File: src/rtl/cw_envelope_shaper.sv
// CW transmit envelope shaper: ramps the carrier amplitude up/down over
// 256 programmable-rate steps so keying never switches the RF hard.
// Ports:
//   clk, rstb       : 48 MHz IF_clk, async active-low reset
//   KeyOn, TxEN     : key request and PTT enable from the keyer
//   RampDiv         : step period minus one, in clk cycles
//   envelope        : unsigned 16-bit amplitude, registered
//   rf_on/ramp_busy : registered decodes of the next state
//   sym_done        : one-cycle pulse when the fall reaches IDLE
// Build option: define CW_SCURVE_EN for a piecewise-quadratic S-curve
// shape; the default build uses the linear shape p*257.
module cw_envelope_shaper #(
  parameter int DIV_W = 16
) (
  input  logic             clk,
  input  logic             rstb,
  input  logic             KeyOn,
  input  logic             TxEN,
  input  logic [DIV_W-1:0] RampDiv,
  output logic [15:0]      envelope,
  output logic             rf_on,
  output logic             ramp_busy,
  output logic             sym_done
);

  typedef enum logic [1:0] {
    IDLE = 2'd0,
    UP   = 2'd1,
    HOLD = 2'd2,
    DOWN = 2'd3
  } state_t;

  state_t             state_q, state_d;
  logic [7:0]         pos_q, pos_d;
  logic [DIV_W-1:0]   presc_q, presc_d;
  logic [15:0]        env_q, env_d;
  logic               rf_on_q;
  logic               busy_q;
  logic               done_q, done_d;
  logic               step;
  logic               go;

  assign step = (presc_q == RampDiv);
  assign go   = KeyOn & TxEN;

  // Key/TxEN check outranks the end-of-ramp check, which outranks the step.
  always_comb begin
    state_d = state_q;
    pos_d   = pos_q;
    done_d  = 1'b0;
    presc_d = step ? '0 : presc_q + {{(DIV_W-1){1'b0}}, 1'b1};
    case (state_q)
      IDLE: begin
        pos_d   = 8'h00;
        presc_d = '0;
        if (go)
          state_d = UP;
      end
      UP: begin
        if (!go)
          state_d = DOWN;
        else if (pos_q == 8'hFF)
          state_d = HOLD;
        else if (step)
          pos_d = pos_q + 8'd1;
      end
      HOLD: begin
        pos_d   = 8'hFF;
        presc_d = '0;
        if (!go)
          state_d = DOWN;
      end
      DOWN: begin
        if (pos_q == 8'h00) begin
          state_d = IDLE;
          done_d  = 1'b1;
        end else if (go) begin
          state_d = UP;
        end else if (step) begin
          pos_d = pos_q - 8'd1;
        end
      end
      default: begin
        state_d = IDLE;
        pos_d   = 8'h00;
        presc_d = '0;
      end
    endcase
    // A reversal or any other transition restarts the step period.
    if (state_d != state_q)
      presc_d = '0;
  end

`ifdef CW_SCURVE_EN
  logic [7:0]  mir;
  logic [15:0] sq_lo;
  logic [15:0] sq_hi;

  // Lower half rises as 2p^2; upper half mirrors it down from full scale.
  assign mir   = 8'hFF - pos_q;
  assign sq_lo = {8'd0, pos_q} * {8'd0, pos_q};
  assign sq_hi = {8'd0, mir} * {8'd0, mir};

  always_comb begin
    env_d = sq_lo << 1;
    if (pos_q[7])
      env_d = 16'hFFFF - (sq_hi << 1);
  end
`else
  always_comb begin
    env_d = {pos_q, pos_q};
  end
`endif

  always_ff @(posedge clk or negedge rstb) begin
    if (!rstb) begin
      state_q <= IDLE;
      pos_q   <= 8'h00;
      presc_q <= '0;
      env_q   <= 16'h0000;
      rf_on_q <= 1'b0;
      busy_q  <= 1'b0;
      done_q  <= 1'b0;
    end else begin
      state_q <= state_d;
      pos_q   <= pos_d;
      presc_q <= presc_d;
      env_q   <= env_d;
      rf_on_q <= (state_d != IDLE);
      busy_q  <= (state_d == UP) || (state_d == DOWN);
      done_q  <= done_d;
    end
  end

  assign envelope  = env_q;
  assign rf_on     = rf_on_q;
  assign ramp_busy = busy_q;
  assign sym_done  = done_q;

endmodule

File: config.mk
export PLATFORM = sky130hd
export DESIGN_NAME = cw_envelope_shaper
export DESIGN_NICKNAME = d
export VERILOG_FILES = /design/src/rtl/cw_envelope_shaper.sv
export SDC_FILE = /design/constraint.sdc
export NUM_CORES = 1
export LEC_CHECK = 0
export CAP_MARGIN = 25
export CORE_UTILIZATION = 25
export DETAILED_ROUTE_END_ITERATION = 12
export GPL_TIMING_DRIVEN = 0
export SETUP_SLACK_MARGIN = 0.5
export SLEW_MARGIN = 20
export SYNTH_ARGS = -nofsm -noshare
export SYNTH_HDL_FRONTEND = slang
export SYNTH_SLANG_ARGS = --single-unit
File: constraint.sdc
create_clock -name clk -period 3.5 [get_ports clk]
set_input_delay 0.525 -clock clk [delete_from_list [all_inputs] [get_ports clk]]
set_output_delay 0.525 -clock clk [all_outputs]
set_load 0.02 [all_outputs]
# Word level (Yosys, flattened, before mapping)
# Cells that the tools add are included.
[totals] output_inout_bits=19 inputBits=20 reg_bits=45 word_cells=49
[classes] n_reduce_logical=6 n_eq_ne=14 n_addsub=3 n_mux=18 bitwise=1
[op_table] op="$mux W16" count=3
[op_table] op="$mux W8" count=6
[op_table] op="$pmux W8 S4" count=1
[op_table] op="$add A16 B1 Y16 const B" count=1
[op_table] op="$eq A16 B16 Y1" count=1
[op_table] op="$ne A2 B2 Y1 const B" count=6
[op_table] op="$mux W2" count=5
[op_table] op="$add A8 B1 Y8 const B" count=1
[op_table] op="$eq A8 B8 Y1 const B" count=1
[op_table] op="$logic_not A8 Y1" count=1
[op_table] op="$pmux W2 S4" count=1
[op_table] op="$sub A8 B1 Y8 const B" count=1
[op_table] op="$eq A2 B2 Y1 const B" count=3
[op_table] op="$reduce_and A6 Y1" count=1
[op_table] op="$eq A2 B1 Y1 const B" count=2
[op_table] op="$logic_not A2 Y1" count=1
[op_table] op="$mux W1" count=2
[op_table] op="$ne A2 B2 Y1" count=1
[op_table] op="$reduce_bool A2 Y1" count=1
[op_table] op="$reduce_or A2 Y1" count=1
[op_table] op="$and A1 B1 Y1" count=1
[op_table] op="$logic_or A1 B1 Y1" count=1

# Logic depth before layout (Yosys ltp)
# Gate-level depths: netlist of the first run.
[depth] ltp_word=6 depth_mapped=10 depth_no_buf=9

# Worst setup path after synthesis of the first run
# OpenSTA, ideal clock, no wires.
[synth_path] kind="register -> register" start="register state_q[0]" end="register pos_q[6]" period_less_slack_ns=2.389 required_time_ns=3.371 setup_ns=0.129 path_slack_ns=1.111 arrival_time_ns=2.260 path_buffers=1 stages_incl_launch_ff=11 path_cell_list="dfrtp_1 -> buf_2 -> nand2_1 -> inv_1 -> ha_1 -> nor2b_1 -> o21ai_0 -> nand2b_1 -> a21oi_1 -> mux2_2 -> o41a_1"
[synth_via] elab_chain_len=3 elab_cells_between_ends=12 cone_classes="eq/ne (9); mux (1); reduce/logical (2)"
[synth_rtl] element="start: declaration" line_no="33" rtl="state_t state_q, state_d;"
[synth_rtl] element="start signal: assignment" line_no="125" rtl="state_q <= state_d;"
[synth_rtl] element="$eq A2 B2 Y1 / $eq A2 B1 Y1 (equally long branches)" line_no="52" rtl="case (state_q)"
[synth_rtl] element="$ne A2 B2 Y1 (no source line)"
[synth_rtl] element="$reduce_and A6 Y1 (no source line)"
[synth_rtl] element="end signal: assignment" line_no="126" rtl="pos_q <= pos_d;"
[synth_rtl] element="end: declaration" line_no="34" rtl="logic [7:0] pos_q, pos_d;"
# Several ways; a longest one is shown, not always the timed one.
# A chain may end at the register's enable or synchronous reset.

# Worst setup path after layout of the first run
# Same ends and word-level chain as after synthesis.

==> run_results.csv, run 1 <==
group,metric,value,unit
cells_and_area,nNetsFinal,291,
cts,clkLatencyLatePin,0.29,ns
sta,rsz0062_at_grt,"no",
sta,max_freq,0.374,GHz
drt,via_per_inst,4.52,
sta,fin_tns_setup,0,ns
setup_path,slowest_delay,0.37,ns
pwr,vdd_drop_max,193,uV
grt,grt_pass1_vias,1595,
drt,drt_iter0_markers,73,
grt,grt.overflow.total,0,
place,gp_congestion,0.817,
synthesis,synth_ff_type,"dfrtp_1",
hold_path,hp-class,"in2async",
synthesis,yosysUniqueCellTypes,46,
floorplanning,die_width,94.0,microns
cts,clkSinkCount,37,
setup_path,cp_max_fo,9,
cts,cts_buffer_depth,2,
cts,numCtsBuffers,5,
cells_and_area,diodes,0,
drt,wl_per_cell,12.3,microns
sta,final_hold_viol_count,0,
cts,cts_resized,0,
cts,htree_num_levels,2,
cells_and_area,drive_gt1_share,11.8,%
synthesis,synth_edf_count,0,
sta,skew,0.00549,ns
place,dp_hpwl,3450,microns
floorplanning,die-area,0.00883,sq mm
synthesis,synth.net_count,245,
place,io_buffers,38,
floorplanning,core_region_area,0.00822,sq mm
cts,cts_setup_buffers,0,
cells_and_area,finish.utilization,33.3,%
cts,cts_tree,"yes",
pwr,power,2.40,mW
grt,grt_max_degree,21,
drt,drtAntennaViolNets,0,
floorplanning,die_height,94.0,microns
pwr,power_leakage,1.12,nW
cells_and_area,areaGrowthSynthToFinish,29.3,%
floorplanning,ios,39,
drt,dr.pass1.iters,4,
setup_path,path_class,"reg2reg",
cts,clk_pin_slew,0.07,ns
drt,vias,1664,
synthesis,syn_area,0.00211,sq mm
sta,tightestPinTransition,0.568,ns
cells_and_area,nFillCells,848,
setup_path,critical_path_buf_inv_count,2,
pwr,p_per_area,876,mW/mm^2
floorplanning,row_count,33,
synthesis,netlist_instances,217,
setup_path,critPathRequiredTime,3.67,ns
sta,max_slew_margin,62.0,%
drt,wirelength,4510,microns
setup_path,cp-end-kind,"flip-flop",
sta,period_share,76.4,%
setup_path,path_cells,"buf_2 > nand2_1 > inv_1 > ha_1 > nor2b_1 > o21ai_0 > nand2b_1 > a21oi_1 > mux2_2 > o41a_1",
synthesis,seq_area_frac_synth,43.8,%
setup_path,start_kind,"flip-flop",
cts,cts-hold-fix-buffers,0,
sta,setup_violations,0,
sta,drv_slew,0,
run,maxCapViolations,0,
synthesis,ys_ff_latch,37,
setup_path,cp.depth,10,
drt,drc,0,
setup_path,cp.arrival,2.84,ns
setup_path,slowest_stage,"o41a_1",
synthesis,syn_avg_cell_area,9.74,sq um
status,outcome,"completed",
synthesis,synthArstFlopShare,100,%
grt,grt_usage,10.9,%
synthesis,yosys_warnings,0,
setup_path,reg2reg_depth,10,
setup_path,critPathTopFamily,"compound AO/OA/AOI/OAI gates",
setup_path,r2r_slack,0.82,ns
grt,antenna_found_initial,0,
sta,min_period,2.68,ns
cts,cts_root_buffer,"clkbuf_8",
grt,grt_pass1_wl,7470,microns
floorplanning,start_util,25.7,%
-- power by group --
| part | internal [mW] | leakage [nW] | switching (mW) |
|---|---|---|---|
| combinational | 0.686 | 0.611 | 0.720 |
| clock | 0.156 | 0.0443 | 0.147 |
| sequential | 0.558 | 0.463 | 0.128 |
-- cell type report --
class	count	area (sq um)	share of cell area, %
Clock buffer	7	86.3	3.16
Sequential cell	37	926	33.9
Tap cell	105	131	4.80
Timing Repair Buffer	39	403	14.7
Buffer	14	104	3.80
Multi-Input combinational cell	161	1070	39.0
Inverter	5	18.8	0.686
-- metrics by stage --
stage	instance area, sq um	setup slack (ns)	instances	hold slack, ns
4_1_cts	2740	0.802	368	0.186
6_report	2740	0.825	368	0.173
3_5_place_dp	2650	0.808	361	0.451
3_3_place_gp	2630	0.856	360	0.455
5_1_grt	2740	0.634	368	0.200
2_1_floorplan	2110	1.11	217	0.229
-- metal layers --
layer | up-vias | wire length, microns | track usage [%]
li1 | 832 | - | -
met1 | 794 | 2070 | 13.5
met2 | 32 | 2170 | 18.4
met3 | 6 | 205 | 2.59
met4 | 0 | 61 | 3.97
met5 | - | 0 | 0
-- path summary, 6_finish.rpt --
| check | from | endpoint |
|---|---|---|
| setup / recovery | state_q[0] | pos_q[6] |
| hold / removal | rstb | presc_q[1] |
| setup reg to reg | state_q[0] | pos_q[6] |
| hold reg to reg | pos_q[3] | envelope[11] |
| max in group asynchronous | rstb | pos_q[0] |
| min in group clk | pos_q[3] | envelope[11] |
-- placed cells by master (no fill, tap or decap), drive strengths merged, types with 2 or more instances in the layout --
master         instances
xnor2                 23
nor3                   3
buf                   14
o21ai                 12
o31ai                  2
nor4                   2
nand4                  8
clkbuf                 9
o311ai                 2
nand2b                 2
or2                    4
and3                   4
xor2                   9
a21oi                 10
nor2                  28
nand2                 13
inv                    5
nand3                  5
dfrtp                 37
or3                    2
and2                   3
a211o                  2
nor2b                  5
clkdlybuf4s50         37
ha                     7
-- registers in the layout (all words and copies together), names as in the netlist --
| name | flops |
|---|---|
| sym_done | 1 |
| presc_q | 16 |
| state_q | 2 |
| ramp_busy | 1 |
| pos_q | 8 |
| envelope | 8 |
| rf_on | 1 |
-- logic make-up (layout without fill, tap and decap cells) --
kind of cell | after synthesis | after routing | share of synthesized area, %
AOI/OAI and AO/OA | 37 | 37 | 11.9
adders and majority gates | 8 | 8 | 5.09
DFF | 37 | 37 | 43.8
buffers and inverters | 19 | 65 | 5.80
and+or+nand+nor | 83 | 83 | 19.6
xor gates and xnor gates | 32 | 32 | 13.3
muxes | 1 | 1 | 0.533
-- cell usage after synthesis (2+ instances only) --
cell type | count | area [sq um]
buf_4 | 8 | 60.1
nor3_1 | 3 | 15.0
o31ai_1 | 2 | 15.0
ha_1 | 7 | 87.6
inv_1 | 5 | 18.8
xnor2_1 | 23 | 201
nand2b_1 | 2 | 12.5
or2_2 | 4 | 25.0
nor4_1 | 2 | 12.5
and3_1 | 3 | 18.8
o21ai_0 | 12 | 60.1
nor2b_1 | 5 | 31.3
nand3_1 | 5 | 25.0
buf_2 | 2 | 10.0
o311ai_0 | 2 | 17.5
a21oi_1 | 9 | 45.0
nand4_1 | 8 | 50.1
nand2_1 | 13 | 48.8
or3_1 | 2 | 12.5
dfrtp_1 | 37 | 926
nor2_1 | 28 | 105
xor2_1 | 9 | 78.8
and2_1 | 3 | 18.8
-- worst reg2reg max path, cell delays in order, from the launching register on --
cell      delay, ns
dfrtp_1        0.36
buf_2          0.18
nand2_1        0.18
inv_1          0.16
ha_1           0.36
nor2b_1        0.15
o21ai_0        0.16
nand2b_1       0.11
a21oi_1        0.19
mux2_2         0.35
o41a_1         0.37
No activity file was read; power rests on OpenSTA's default activity.
==> inputs of run 2 (changes only) <==
clock period = 2.5 ns   (was 3.5 ns; I/O delays follow)
==> run 2 against run 1 <==
Effect of this change:
- clock skew is 0.0056 ns higher
- utilization is 5.0 points higher
- power is 79% higher
- die area stayed put
- largest power group unchanged
==> run_results.csv, run 2 (synthesis gave the netlist of run 1 again) <==
group,metric,value,unit
status,outcome,"completed",
drt,wl_per_cell,13.4,microns
place,dp_slack,0.117,ns
pwr,power_leakage,1.35,nW
hold_path,hp-class,"in2async",
pwr,vdd_drop_max,470,uV
floorplanning,die-area,0.00883,sq mm
grt,grt.overflow.total,0,
drt,wirelength,5190,microns
floorplanning,die_height,94.0,microns
cells_and_area,largest_reg_flops,16,
floorplanning,start_util,25.7,%
setup_path,path_cells,"buf_6 > nand2_8 > clkinv_8 > ha_4 > nor2b_4 > o21ai_2 > nand2b_1 > a21oi_2 > mux2_4 > o41a_1",
grt,grt_pass1_vias,1733,
setup_path,start_kind,"flip-flop",
pwr,p_per_area,1360,mW/mm^2
sta,whs,0.0428,ns
sta,fin_tns_setup,0,ns
setup_path,slowest_delay,0.37,ns
grt,grt_max_degree,20,
cells_and_area,mostFrequentLayoutCell,"dfrtp_1",
place,io_buffers,38,
sta,tightestPinTransition,0.639,ns
drt,drc,0,
cells_and_area,drive_gt1_share,27.7,%
setup_path,cp_max_fo,5,
sta,min_period,2.15,ns
cts,clkSinkCount,37,
sta,period_share,86.2,%
sta,drv_slew,0,
floorplanning,row_count,33,
cells_and_area,largest_register,"presc_q",
run,maxCapViolations,0,
setup_path,r2r_slack,0.35,ns
cells_and_area,areaGrowthSynthToFinish,48.8,%
drt,vias,1735,
sta,final_hold_viol_count,0,
sta,max_slew_margin,57.2,%
cells_and_area,fin_area,0.00315,sq mm
sta,layout_setup_ws,0.345,ns
cells_and_area,final_cell_mix,"dfrtp_1 (31), clkdlybuf4s50_1 (27), nor2_1 (26)",
setup_path,cp-end-kind,"flip-flop",
grt,grt_pass1_wl,8360,microns
cells_and_area,nNetsFinal,310,
grt,grt_usage,12.4,%
sta,setup_violations,0,
place,dp_hpwl,3680,microns
place,dpl_cell_area,0.00273,sq mm
sta,skew,0.0111,ns
place,gp_congestion,0.809,
sta,rsz0062_at_grt,"yes",
sta,max_freq,0.464,GHz
setup_path,reg2reg_depth,10,
floorplanning,ios,39,
pwr,power,4.29,mW
cts,cts_buffer_depth,2,
cts,clk_pin_slew,0.08,ns
floorplanning,die_width,94.0,microns
setup_path,cp.arrival,2.33,ns
setup_path,r2r_start,"state_q[0]",
cts,clkLatencyLatePin,0.29,ns
grt,antenna_found_initial,0,
cts,htree_num_levels,2,
cts,cts_root_buffer,"clkbuf_8",
setup_path,reg2reg_to,"pos_q[6]",
cts,numCtsBuffers,5,
drt,dr.pass1.iters,4,
cells_and_area,diodes,0,
setup_path,critPathRequiredTime,2.68,ns
drt,drt_iter0_markers,62,
setup_path,slowest_stage,"dfrtp_1",
drt,drtAntennaViolNets,0,
drt,via_per_inst,4.48,
cts,cts_tree,"yes",
floorplanning,core_region_area,0.00822,sq mm
setup_path,path_class,"reg2reg",
-- run 2: cell count changes in the layout (fill, tap and decap cells not counted), moves of 9 or more --
cell,change
clkdlybuf4s50_1,-10
o21ai_0,-9
dlymetal6s2s_1,+10
buf_4,+16
-- run 2: through the flow --
stage                     instances  util [%]
final                           387      38.3
after global routing            387      38.3
after CTS                       377      35.6
after detailed placement        361      33.3
after global placement          360      33.0
after floorplan                 217         -
-- run 2: critical path, delay by kind of cell (launching register included) --
kind / cells / cell delay (ns)
mux: 1 / 0.31
fa+ha+maj: 1 / 0.25
compound gates: 3 / 0.63
buf+inv: 2 / 0.20
flops: 1 / 0.37
simple gates: 3 / 0.29
-- run 2: how the worst max path moves through the flow --
stage | from | to | slack (ns) | cells after the start
after detailed placement | RampDiv[11] | presc_q[14] | 0.12 | 8
final | state_q[0] | pos_q[6] | 0.35 | 10
after CTS | state_q[0] | pos_q[6] | 0.34 | 10
after global routing | state_q[0] | pos_q[6] | 0.27 | 10
after global placement | rstb | state_q[1] | -0.0003 | 1
after floorplan | state_q[0] | pos_q[6] | 0.41 | 10
-- run 2: area by class of cell --
class,instances,area [sq um]
Tap cell,105,131
Timing Repair Buffer,58,599
Clock buffer,5,68.8
Inverter,5,31.3
Fill cell,797,5070
Sequential cell,37,933
Multi-Input combinational cell,161,1230
Clock inverter,2,35.0
Buffer,14,114
-- run 2: metal layers --
metal  vias to the layer above  track usage (%)  routed length [microns]
met3                         6             2.91                      220
met2                        30             21.0                     2500
met4                         0             3.46                       63
met1                       828             15.5                     2400
met5                         -                0                        0
li1                        871                -                        -
-- run 2: power breakdown --
group          switching, mW  total [mW]  internal [mW]
combinational           1.35        2.81           1.46
clock                  0.215       0.506          0.290
sequential             0.193       0.977          0.784
total                   1.76        4.29           2.53
-- run 2: repair_timing --
| item | 4_1_cts | 5_1_grt |
|---|---|---|
| gates resized for setup | 6 | 41 |
| cloned | 0 | 1 |
| setup endpoints to repair | 13 | 18 |
| setup buffers | 9 | 9 |
| pin swaps | 6 | 22 |
| hold buffers | 0 | 0 |
==> inputs of run 3 (changes only) <==
SKIP_LAST_GASP = 1   (was default)
TNS_END_PERCENT = 1   (was default)
==> run 3 against run 2 <==
Effect of this change:
- utilization shrank 2.7 points
- via count shrank 1.5%
- global-route usage shrank 0.66 points
- cell count shrank 2.8%
- power shrank 9.6%
- combinational power shrank 17%
- clock skew shrank 0.0020 ns
- largest cell class unchanged
- largest power group unchanged
- die area is the same
- critical path depth is the same
==> run_results.csv, run 3 (synthesis gave the netlist of run 1 again) <==
group,metric,value,unit
status,outcome,"completed",
grt,grt_usage,11.7,%
setup_path,slowest_stage,"dfrtp_1",
drt,vias,1709,
setup_path,critPathRequiredTime,2.67,ns
floorplanning,die-area,0.00883,sq mm
cts,cts_buffer_depth,2,
setup_path,start_kind,"flip-flop",
cts,cts_tree,"yes",
cts,clkLatencyLatePin,0.29,ns
grt,grt.overflow.total,0,
cells_and_area,areaGrowthSynthToFinish,38.2,%
floorplanning,die_width,94.0,microns
cells_and_area,final_cell_mix,"clkdlybuf4s50_1 (37), dfrtp_1 (34), nor2_1 (28)",
sta,skew,0.00908,ns
place,gp_congestion,0.858,
drt,via_per_inst,4.55,
setup_path,reg2reg_depth,10,
pwr,vdd_drop_max,348,uV
floorplanning,row_count,33,
pwr,p_per_area,1330,mW/mm^2
setup_path,cp.arrival,2.35,ns
setup_path,reg2reg_to,"pos_q[7]",
cells_and_area,drive_gt1_share,19.2,%
grt,antenna_found_initial,0,
cts,htree_num_levels,2,
drt,drt_iter0_markers,54,
cells_and_area,largest_reg_flops,16,
place,dp_hpwl,3560,microns
cts,cts_root_buffer,"clkbuf_8",
drt,drtAntennaViolNets,0,
place,io_buffers,38,
sta,period_share,86.9,%
sta,rsz0062_at_grt,"yes",
sta,setup_violations,0,
grt,grt_pass1_vias,1739,
setup_path,path_class,"reg2reg",
cells_and_area,mostFrequentLayoutCell,"clkdlybuf4s50_1",
setup_path,r2r_slack,0.33,ns
place,dpl_cell_area,0.00270,sq mm
sta,drv_slew,0,
sta,max_freq,0.460,GHz
setup_path,cp_max_fo,6,
grt,grt_max_degree,29,
setup_path,r2r_start,"state_q[0]",
cells_and_area,largest_register,"presc_q",
place,dp_slack,0.118,ns
sta,min_period,2.17,ns
cts,clk_pin_slew,0.08,ns
floorplanning,die_height,94.0,microns
setup_path,slowest_delay,0.37,ns
drt,dr.pass1.iters,4,
drt,wl_per_cell,12.6,microns
setup_path,path_cells,"buf_6 > nand2_8 > inv_8 > ha_4 > a211oi_2 > or2_4 > a21oi_4 > o311ai_2 > o221ai_1 > a211o_2",
sta,tightestPinTransition,0.525,ns
floorplanning,start_util,25.7,%
setup_path,cp-end-kind,"flip-flop",
sta,fin_tns_setup,0,ns
pwr,power_leakage,1.17,nW
floorplanning,ios,39,
cells_and_area,diodes,0,
sta,layout_setup_ws,0.327,ns
cells_and_area,nNetsFinal,298,
cells_and_area,fin_area,0.00292,sq mm
cts,clkSinkCount,37,
cts,numCtsBuffers,5,
sta,final_hold_viol_count,0,
grt,grt_pass1_wl,8000,microns
hold_path,hp-class,"in2async",
floorplanning,core_region_area,0.00822,sq mm
run,maxCapViolations,0,
cells_and_area,finish.utilization,35.6,%
drt,drc,0,
drt,wirelength,4740,microns
sta,max_slew_margin,64.9,%
[run 3: where the power goes]
group | internal, mW | switching, mW | total (mW) | leakage, nW
clock | 0.324 | 0.220 | 0.545 | 0.0574
combinational | 1.19 | 1.16 | 2.34 | 0.651
sequential | 0.785 | 0.206 | 0.991 | 0.461
total | 2.30 | 1.58 | 3.88 | 1.17
[run 3: metal layers]
layer	global-route usage, %	share of wire [%]	vias up
met2	21.4	50	41
met5	0	0	-
met1	13.2	42	810
met3	2.67	5.5	10
met4	4.10	2.0	0
li1	-	-	848
[run 3: cell type report]
type,count,area (sq um)
multi-input combinational,161,1150
buffer,14,110
tap,105,131
inverter,5,26.3
fill,820,5290
clock buffer,6,82.6
timing repair buffer,46,450
sequential,37,930
clock inverter,2,37.5
[run 3: how the worst max path moves through the flow]
| stage | start | to | slack (ns) | cells after the start |
|---|---|---|---|---|
| 2_1_floorplan | state_q[0] | pos_q[6] | 0.40 | 10 |
| 3_3_place_gp | RampDiv[6] | pos_q[6] | 0.14 | 7 |
| 3_5_place_dp | RampDiv[14] | presc_q[13] | 0.12 | 8 |
| 4_1_cts | state_q[0] | pos_q[7] | 0.27 | 10 |
| 5_1_grt | state_q[0] | pos_q[6] | 0.24 | 10 |
| 6_report | state_q[0] | pos_q[7] | 0.33 | 10 |
[run 3: metrics by stage]
stage | instances | power [mW] | hold slack (ns)
floorplan | 217 | 2.48 | 0.0794
global placement | 360 | 3.08 | 0.457
detailed placement | 361 | 3.14 | 0.267
CTS | 376 | 3.87 | 0.482
global route | 376 | 4.21 | 0.501
finish | 376 | 3.88 | 0.479
[run 3: critical path: cells and delay by family, from the launching register on]
kind | cells | cell delay, ns
and+or+nand+nor | 2 | 0.23
buffers and inverters | 2 | 0.18
adders and majority gates | 1 | 0.21
DFF | 1 | 0.37
AOI/OAI and AO/OA | 5 | 1.07
[run 3: repair_timing]
item	CTS	global route
buffers inserted	6	0
resized for setup	7	6
setup endpoints to repair	13	18
hold endpoints to repair	9	0
pin swaps	7	3
hold buffers	1	0
